**src/rtl/bram_port_arbiter_if.sv**
```systemverilog
// bram_port_arbiter_if: request/response and RAM-port bundle shared by bram_port_arbiter and its users
// Ports (all in the bundle):
//   req0_*/req1_* : valid/we/addr/wdata from the requesters; ready back to them
//   rsp0_*/rsp1_* : one-cycle read-data pulses to the requesters
//   bram_*        : address/data/write-enable to the RAM port, dout back from it
// slave modport is the arbiter side; master modport is the requester/RAM side.
interface bram_port_arbiter_if #(
  parameter int ADDR_WIDTH = 10,
  parameter int DATA_WIDTH = 16
);
  logic                  req0_valid, req0_we, req0_ready, rsp0_valid;
  logic [ADDR_WIDTH-1:0] req0_addr;
  logic [DATA_WIDTH-1:0] req0_wdata, rsp0_rdata;
  logic                  req1_valid, req1_we, req1_ready, rsp1_valid;
  logic [ADDR_WIDTH-1:0] req1_addr;
  logic [DATA_WIDTH-1:0] req1_wdata, rsp1_rdata;
  logic [ADDR_WIDTH-1:0] bram_addr;
  logic [DATA_WIDTH-1:0] bram_din, bram_dout;
  logic                  bram_we;
  modport slave (
    input  req0_valid, req0_we, req0_addr, req0_wdata,
    input  req1_valid, req1_we, req1_addr, req1_wdata,
    input  bram_dout,
    output req0_ready, rsp0_valid, rsp0_rdata,
    output req1_ready, rsp1_valid, rsp1_rdata,
    output bram_addr, bram_din, bram_we
  );
  modport master (
    output req0_valid, req0_we, req0_addr, req0_wdata,
    output req1_valid, req1_we, req1_addr, req1_wdata,
    output bram_dout,
    input  req0_ready, rsp0_valid, rsp0_rdata,
    input  req1_ready, rsp1_valid, rsp1_rdata,
    input  bram_addr, bram_din, bram_we
  );
endinterface

```
**src/rtl/bram_port_arbiter.sv**
```systemverilog
// bram_port_arbiter: round-robin sharing of one RAM port between two valid/ready requesters
// Ports:
//   clk   : single clock for the block and the RAM port it drives
//   rst_n : asynchronous active-low reset
//   bus   : bram_port_arbiter_if.slave (requests, read responses, RAM port)
// Reads return exactly 4 cycles after acceptance: 1 issue register + 2 RAM cycles + 1 response register.
module bram_port_arbiter #(
  parameter int ADDR_WIDTH = 10,
  parameter int DATA_WIDTH = 16
) (
  input logic                clk,
  input logic                rst_n,
  bram_port_arbiter_if.slave bus
);
  logic                  ptr, gnt_v, gnt_id, acc, sel_we;
  logic [ADDR_WIDTH-1:0] sel_addr;
  logic [DATA_WIDTH-1:0] sel_wdata;
  logic [3:0]            tv, tid;
  // ptr names the requester that wins when both are valid
  always_comb begin
    gnt_v     = bus.req0_valid | bus.req1_valid;
    gnt_id    = (bus.req0_valid & bus.req1_valid) ? ptr : bus.req1_valid;
    acc       = rst_n & gnt_v;
    sel_we    = gnt_id ? bus.req1_we : bus.req0_we;
    sel_addr  = gnt_id ? bus.req1_addr : bus.req0_addr;
    sel_wdata = gnt_id ? bus.req1_wdata : bus.req0_wdata;
  end
  // ready is gated by rst_n so nothing is offered while reset is held
  assign bus.req0_ready = acc & ~gnt_id;
  assign bus.req1_ready = acc & gnt_id;
  // tag stage 4 (index 3) lines up with the registered read data
  assign bus.rsp0_valid = tv[3] & ~tid[3];
  assign bus.rsp1_valid = tv[3] & tid[3];
  always_ff @(posedge clk or negedge rst_n) begin
    if (!rst_n) begin
      ptr            <= 1'b0;
      bus.bram_addr  <= '0;
      bus.bram_din   <= '0;
      bus.bram_we    <= 1'b0;
      tv             <= '0;
      tid            <= '0;
      bus.rsp0_rdata <= '0;
      bus.rsp1_rdata <= '0;
    end else begin
      if (acc) begin
        ptr           <= ~gnt_id;
        bus.bram_addr <= sel_addr;
        bus.bram_din  <= sel_wdata;
      end
      bus.bram_we <= acc & sel_we;
      tv          <= {tv[2:0], acc & ~sel_we};
      tid         <= {tid[2:0], gnt_id};
      // stage 3 is the cycle bram_dout carries the read; capture it for the owner only
      if (tv[2] & ~tid[2]) bus.rsp0_rdata <= bus.bram_dout;
      if (tv[2] & tid[2]) bus.rsp1_rdata <= bus.bram_dout;
    end
  end
endmodule

```
**src/flat_wrapper.sv**
```systemverilog
// flat-port wrapper written by rule: the top's interface ports become plain ports
module bram_port_arbiter_flat 
#(
  parameter int ADDR_WIDTH = 10,
  parameter int DATA_WIDTH = 16
)
  (clk, rst_n, bus_req0_valid, bus_req0_we, bus_req0_addr, bus_req0_wdata, bus_req1_valid, bus_req1_we, bus_req1_addr, bus_req1_wdata, bus_bram_dout, bus_req0_ready, bus_rsp0_valid, bus_rsp0_rdata, bus_req1_ready, bus_rsp1_valid, bus_rsp1_rdata, bus_bram_addr, bus_bram_din, bus_bram_we);
  bram_port_arbiter_if #(.ADDR_WIDTH(ADDR_WIDTH), .DATA_WIDTH(DATA_WIDTH)) bus_i ();
  input logic clk;
  input logic rst_n;
  input wire logic [$bits(bus_i.req0_valid)-1:0] bus_req0_valid;
  input wire logic [$bits(bus_i.req0_we)-1:0] bus_req0_we;
  input wire logic [$bits(bus_i.req0_addr)-1:0] bus_req0_addr;
  input wire logic [$bits(bus_i.req0_wdata)-1:0] bus_req0_wdata;
  input wire logic [$bits(bus_i.req1_valid)-1:0] bus_req1_valid;
  input wire logic [$bits(bus_i.req1_we)-1:0] bus_req1_we;
  input wire logic [$bits(bus_i.req1_addr)-1:0] bus_req1_addr;
  input wire logic [$bits(bus_i.req1_wdata)-1:0] bus_req1_wdata;
  input wire logic [$bits(bus_i.bram_dout)-1:0] bus_bram_dout;
  output wire logic [$bits(bus_i.req0_ready)-1:0] bus_req0_ready;
  output wire logic [$bits(bus_i.rsp0_valid)-1:0] bus_rsp0_valid;
  output wire logic [$bits(bus_i.rsp0_rdata)-1:0] bus_rsp0_rdata;
  output wire logic [$bits(bus_i.req1_ready)-1:0] bus_req1_ready;
  output wire logic [$bits(bus_i.rsp1_valid)-1:0] bus_rsp1_valid;
  output wire logic [$bits(bus_i.rsp1_rdata)-1:0] bus_rsp1_rdata;
  output wire logic [$bits(bus_i.bram_addr)-1:0] bus_bram_addr;
  output wire logic [$bits(bus_i.bram_din)-1:0] bus_bram_din;
  output wire logic [$bits(bus_i.bram_we)-1:0] bus_bram_we;
  assign bus_i.req0_valid = bus_req0_valid;
  assign bus_i.req0_we = bus_req0_we;
  assign bus_i.req0_addr = bus_req0_addr;
  assign bus_i.req0_wdata = bus_req0_wdata;
  assign bus_i.req1_valid = bus_req1_valid;
  assign bus_i.req1_we = bus_req1_we;
  assign bus_i.req1_addr = bus_req1_addr;
  assign bus_i.req1_wdata = bus_req1_wdata;
  assign bus_i.bram_dout = bus_bram_dout;
  assign bus_req0_ready = bus_i.req0_ready;
  assign bus_rsp0_valid = bus_i.rsp0_valid;
  assign bus_rsp0_rdata = bus_i.rsp0_rdata;
  assign bus_req1_ready = bus_i.req1_ready;
  assign bus_rsp1_valid = bus_i.rsp1_valid;
  assign bus_rsp1_rdata = bus_i.rsp1_rdata;
  assign bus_bram_addr = bus_i.bram_addr;
  assign bus_bram_din = bus_i.bram_din;
  assign bus_bram_we = bus_i.bram_we;
  bram_port_arbiter #(.ADDR_WIDTH(ADDR_WIDTH), .DATA_WIDTH(DATA_WIDTH)) u_core (.clk(clk), .rst_n(rst_n), .bus(bus_i));
endmodule
```
**config.mk**
```make
export PLATFORM = sky130hd
export DESIGN_NAME = bram_port_arbiter_flat
export DESIGN_NICKNAME = d
export VERILOG_FILES = /design/src/rtl/bram_port_arbiter_if.sv /design/src/rtl/bram_port_arbiter.sv /design/src/flat_wrapper.sv
export SDC_FILE = /design/constraint.sdc
export NUM_CORES = 1
export LEC_CHECK = 0
export CAP_MARGIN = 20
export CORE_MARGIN = 2
export CORE_UTILIZATION = 43
export CTS_CLUSTER_DIAMETER = 80
export DETAILED_ROUTE_END_ITERATION = 16
export GPL_ROUTABILITY_DRIVEN = 0
export GPL_TIMING_DRIVEN = 0
export PLACE_DENSITY = 0.92
export SLEW_MARGIN = 20
export SYNTH_ARGS = -nofsm -noshare
export SYNTH_HDL_FRONTEND = slang
export SYNTH_SLANG_ARGS = --single-unit
export TNS_END_PERCENT = 10
```
**constraint.sdc**
```tcl
create_clock -name clk -period 3.2 [get_ports clk]
set_input_delay 0.48 -clock clk [delete_from_list [all_inputs] [get_ports clk]]
set_output_delay 0.48 -clock clk [all_outputs]
set_load 0.03 [all_outputs]
```
==> results of run 1 <==
cells by family (layout without fill, tap and decap cells):
family | Yosys count | after routing | synth area share (%)
AND/OR/NAND/NOR | 36 | 36 | 8.60
buffers and inverters | 11 | 162 | 2.82
AO/OA/AOI/OAI | 31 | 31 | 11.1
multiplexers | 32 | 32 | 13.5
flip-flops | 68 | 68 | 63.9
worst paths after layout:
check                              from                   endpoint
max                               rst_n             bus_req0_ready
min                               rst_n     u_core.bus.bram_din[0]
max reg2reg                  u_core.ptr    u_core.bus.bram_din[10]
min reg2reg                u_core.tv[1]               u_core.tv[2]
max in group asynchronous         rst_n  u_core.bus.rsp1_rdata[14]
min in group clk           u_core.tv[1]               u_core.tv[2]
layer usage:
layer / wire length (um) / global-route usage [%] / vias up
met5: 0 / 0 / -
met4: 148 / 10.5 / 0
met3: 633 / 7.39 / 15
met2: 3100 / 32.9 / 113
met1: 2570 / 23.9 / 999
li1: - / - / 948
area by class of cell:
cell class,count,area [um^2]
Multi-Input combinational cell,99,893
Timing Repair Buffer,137,1380
Buffer,11,75.1
Clock buffer,12,165
Tap cell,75,93.8
Fill cell,376,1640
Clock inverter,2,10.0
Sequential cell,68,1700
where the power goes:
part,switching (mW),total (mW),internal (mW)
clock network,0.290,0.623,0.333
logic,0.539,1.06,0.518
registers,0.0881,1.12,1.04
total,0.916,2.80,1.89
layout by cell type, fill, tap and decap left out:
master           count
a21o_1               1
a221o_1             26
buf_6                2
clkbuf_8            12
nand2b_4             1
o21ai_1              1
buf_12               1
clkinv_2             2
nand2_1              2
mux2_2              32
and2_1              28
a21bo_2              1
nand2b_1             1
nand3_1              1
a21oi_4              1
a21oi_1              1
and3_1               1
buf_8                1
and3b_1              1
clkdlybuf4s50_1    135
nor2b_1              1
dfrtp_1             68
clkbuf_1             2
buf_2                6
buf_4                1
what timing repair did:
| action | in CTS | in global routing |
|---|---|---|
| setup endpoints to repair | 0 | 1 |
| hold buffers | 0 | 0 |
| gates resized for setup | 0 | 1 |
| endpoints found under the hold margin | 0 | 0 |
| setup buffers | 0 | 0 |
worst max-delay path, delay by kind of cell:
kind,cells,cell delay (ps)
AOI/OAI and AO/OA,1,270
buffers and inverters,4,1620
and+or+nand+nor,1,130
sequential cells by signal (all words and copies together) (netlist names):
register	cells
u_core.bus.bram_addr	10
u_core.bus.bram_we	1
u_core.bus.bram_din	16
u_core.ptr	1
u_core.tv	4
u_core.tid	4
u_core.bus.rsp0_rdata	16
u_core.bus.rsp1_rdata	16
stage by stage:
step	power (mW)	std cells	hold WS (ps)	util, %
floorplan	1.68	178	184	-
global placement	2.17	389	332	69.1
detailed placement	2.20	390	336	69.4
CTS	2.83	404	70.2	72.4
global route	2.94	404	93.2	72.5
finish	2.80	404	69.1	72.5
==> impl_metrics.py, run 1 <==
metrics = {
    "status": {
        "outcome": "finished clean",
    },
    "clocking": {
        "cts_tree": "yes",
        "cts-root-buf": "clkbuf_8",
        "clkSinkCount": 68,
        "cts-buffers-inserted": 9,
        "cts_htree_levels": 3,
        "clk_path_buf_depth": 2,
        "clkLatencyLatePin_ps": 340,
        "clkTransAtPathRegs_ps": 70,
    },
    "logic_synthesis": {
        "yosysUniqueCellTypes": 20,
        "synth_commonest_cells": "dfrtp_1, mux2_2, and2_1",
        "synth_top_area_share_pct": 63.9,
        "yosysMostFrequentCell": "dfrtp_1",
        "synth_async_sr_flop_share_pct": 100,
        "synth.net_count": 252,
        "synth.area.top_cells": "dfrtp_1, mux2_2, a221o_1",
        "ys_ff_latch": 68,
        "syn_area_um2": 2660,
        "ys.flop_type": "dfrtp_1",
        "yosysWarnings": 0,
        "avgSynthCellArea_um2": 15.0,
        "syn_inst": 178,
        "synth_largest_area_cell": "dfrtp_1",
        "synth_edf_count": 0,
        "ys_seq_area_share_pct": 63.9,
    },
    "detailed_routing": {
        "wl_per_cell_um": 16.0,
        "vias": 2075,
        "drt_iter0_markers": 37,
        "vias_per_cell": 5.14,
        "ant_nets": 0,
        "drt-total-wl_um": 6450,
        "route.detailed.drc": 0,
        "dr.pass1.iters": 4,
    },
    "cells_and_area": {
        "antennaDiodeCount": 0,
        "fin_nets": 400,
        "layout-drive-gt1-share_pct": 18.2,
        "area_delta_synth_final_pct": 62.2,
        "fin_area_um2": 4320,
    },
    "grt": {
        "first_global_vias": 2222,
        "grt_pass1_wl_um": 10200,
        "antenna_found_initial": 0,
        "grt-ovfl-total": 0,
        "grt_max_degree": 42,
        "grt.total_usage_pct": 20.4,
    },
    "critical_path": {
        "max_stage_delay_ps": 710,
        "crit_type": "in -> out",
        "endpoint_kind": "output pin",
        "required_ps": 2720,
        "crit_fanout": 41,
        "worst_setup_path_start_kind": "input port",
        "slowest_stage": "clkdlybuf4s50_1",
        "crit_chain": "buf_4, buf_12, nand2_1, a21oi_4, buf_2, clkdlybuf4s50_1",
        "r2r_cells": 5,
        "regToRegSetupSlack_ps": 1680,
        "cp_data_arrival_time_ps": 2520,
    },
    "min_path": {
        "hold_path_class": "in -> async",
    },
    "floorplan": {
        "die_h_um": 82.7,
        "coreArea_um2": 5960,
        "dieArea_um2": 6840,
        "initial_utilization_pct": 44.7,
        "io_pins": 137,
        "die_w_um": 82.7,
        "rows": 28,
    },
    "sta": {
        "totalNegativeSetupSlack_ps": 0,
        "setup_violations": 0,
        "hold_viol": 0,
        "worst_slack_ps": 201,
        "tightest_slew_ps": 403,
        "grt_setup_unrepaired": "no",
        "period_minus_slack_ps": 3000,
        "max_freq_ghz": 0.333,
        "drv_slew": 0,
        "fin_crit_sh_pct": 93.7,
        "skew_ps": 7.09,
        "maxSlewHeadroom_pct": 73.1,
    },
    "place": {
        "dp_hpwl_um": 4890,
        "placed_area_um2": 4140,
        "io_buffer_count": 136,
        "place_ws_ps": 42.7,
    },
    "pwr": {
        "power.density_nw_per_um2": 649,
        "p_leak_nw": 1.84,
        "ir_drop_v": 0.000367,
    },
    "run": {
        "cap_violations": 0,
    },
}
Power figures use the tool's default switching activity.
==> inputs of run 2 (changes only) <==
Clock period 3.2 ns to 3.7 ns, I/O delays scaled along.
==> run 2 against run 1 <==
Flip-flop and latch count unchanged. Final cell count unchanged. Combinational power down 14%. Final area down 0.17%. Sequential share of layout area up 0.069 points. Total power down 14%. First-iteration DRC count up 78%. Via count down 0.19%. Sequential power down 13%.
==> impl_metrics.py, run 2 (synthesis gave the netlist of run 1 again) <==
metrics = {
    "status": {
        "outcome": "finished clean",
    },
    "floorplan": {
        "die_w_um": 82.7,
        "initial_utilization_pct": 44.7,
        "coreArea_um2": 5960,
        "rows": 28,
        "io_pins": 137,
        "dieArea_um2": 6840,
        "die_h_um": 82.7,
    },
    "critical_path": {
        "r2r_cells": 5,
        "crit_fanout": 41,
        "crit_chain": "buf_4, buf_12, nand2_1, a21oi_2, buf_2, clkdlybuf4s50_1",
        "required_ps": 3140,
        "cp-endpoint": "bus_req0_ready",
        "regToRegSetupSlack_ps": 2210,
        "endpoint_kind": "output pin",
        "cp_data_arrival_time_ps": 2700,
        "crit_type": "in -> out",
        "slowest_stage": "clkdlybuf4s50_1",
        "setup.worst_path.start": "rst_n",
        "max_stage_delay_ps": 710,
        "r2r_start": "u_core.ptr",
        "timing.rr.end": "u_core.bus.bram_din[10]",
        "worst_setup_path_start_kind": "input port",
    },
    "cells_and_area": {
        "antennaDiodeCount": 0,
        "top_regs": "u_core.bus.bram_din: 16 flops, u_core.bus.rsp0_rdata: 16 flops, u_core.bus.rsp1_rdata: 16 flops",
        "most-common-layout-cells": "clkdlybuf4s50_1, dfrtp_1, mux2_2",
        "fin_nets": 400,
        "fin_area_um2": 4310,
        "mostFrequentLayoutCell": "clkdlybuf4s50_1",
        "area_delta_synth_final_pct": 61.9,
        "layout-drive-gt1-share_pct": 18.2,
        "instances_no_fill": 404,
    },
    "sta": {
        "totalNegativeSetupSlack_ps": 0,
        "setup_violations": 0,
        "hold_viol": 0,
        "fin_crit_sh_pct": 88.0,
        "tightest_slew_ps": 474,
        "period_minus_slack_ps": 3250,
        "whs_ps": 146,
        "drv_slew": 0,
        "worst_slack_ps": 445,
        "max_freq_ghz": 0.307,
        "maxSlewHeadroom_pct": 68.4,
        "skew_ps": 7.11,
        "grt_setup_unrepaired": "no",
    },
    "detailed_routing": {
        "dr.pass1.iters": 4,
        "ant_nets": 0,
        "drt-total-wl_um": 6420,
        "wl_per_cell_um": 15.9,
        "route.detailed.drc": 0,
        "vias": 2071,
        "drt_iter0_markers": 66,
        "vias_per_cell": 5.13,
    },
    "place": {
        "dp_hpwl_um": 4890,
        "dp.cells": 390,
        "place_ws_ps": 393,
        "io_buffer_count": 136,
        "placed_area_um2": 4140,
    },
    "clocking": {
        "clkLatencyLatePin_ps": 330,
        "post_cts_resized": 0,
        "cts_setup_buffers": 0,
        "cts-buffers-inserted": 9,
        "cts.hold.buffers_added": 0,
        "cts-root-buf": "clkbuf_8",
        "cts_htree_levels": 3,
        "clkTransAtPathRegs_ps": 70,
        "cts_tree": "yes",
        "clk_path_buf_depth": 2,
        "clkSinkCount": 68,
    },
    "pwr": {
        "power.density_nw_per_um2": 562,
        "ir_drop_v": 0.000318,
        "p_leak_nw": 1.84,
    },
    "grt": {
        "grt.total_usage_pct": 20.4,
        "antenna_found_initial": 0,
        "grt_pass1_wl_um": 10200,
        "grt_max_degree": 42,
        "first_global_vias": 2222,
        "grt-ovfl-total": 0,
    },
    "run": {
        "cap_violations": 0,
    },
    "min_path": {
        "hold_path_class": "in -> async",
    },
}
==> run 2: cell types whose count changed in the layout (fill, tap and decap cells not counted) <==
cell     before  now
a21oi_4       1    0
a21oi_2       0    1
==> run 2: worst min-delay path by stage <==
| stage | start | endpoint | slack, ps | cells after the start |
|---|---|---|---|---|
| floorplan | rst_n | u_core.bus.bram_addr[0] | 260 | 0 |
| global placement | u_core.tv[1] | u_core.tv[2] | 330 | 0 |
| detailed placement | u_core.tv[1] | u_core.tv[2] | 340 | 0 |
| CTS | rst_n | u_core.bus.bram_addr[4] | 150 | 1 |
| global route | rst_n | u_core.bus.bram_din[0] | 170 | 1 |
| finish | rst_n | u_core.bus.bram_din[0] | 150 | 1 |
==> run 2: stage by stage <==
stage | power [mW] | utilization [%]
detailed placement | 1.90 | 69.4
global placement | 1.88 | 69.1
finish | 2.42 | 72.4
floorplan | 1.46 | -
global route | 2.54 | 72.4
CTS | 2.45 | 72.4
==> run 2: area by class of cell <==
cell class,count,area [um^2]
timing repair buffer,137,1380
buffer,11,75.1
clock inverter,2,10.0
fill,376,1650
clock buffer,12,165
tap,75,93.8
sequential,68,1700
multi-input combinational,99,886
==> run 2: metal layers <==
metal	share of wire [%]	global-route usage (%)
met4	2.3	10.5
met5	0	0
met1	40	23.9
met2	48	32.9
met3	9.5	7.39
==> run 2: where the power goes <==
| part | internal [mW] | switching, mW |
|---|---|---|
| clock network | 0.288 | 0.251 |
| logic | 0.448 | 0.466 |
| registers | 0.896 | 0.0756 |
| total | 1.63 | 0.792 |
==> run 2: critical path: cells and delay by family <==
kind            cells  cell delay, ps
buf+inv             4            1650
compound gates      1             380
simple gates        1             100
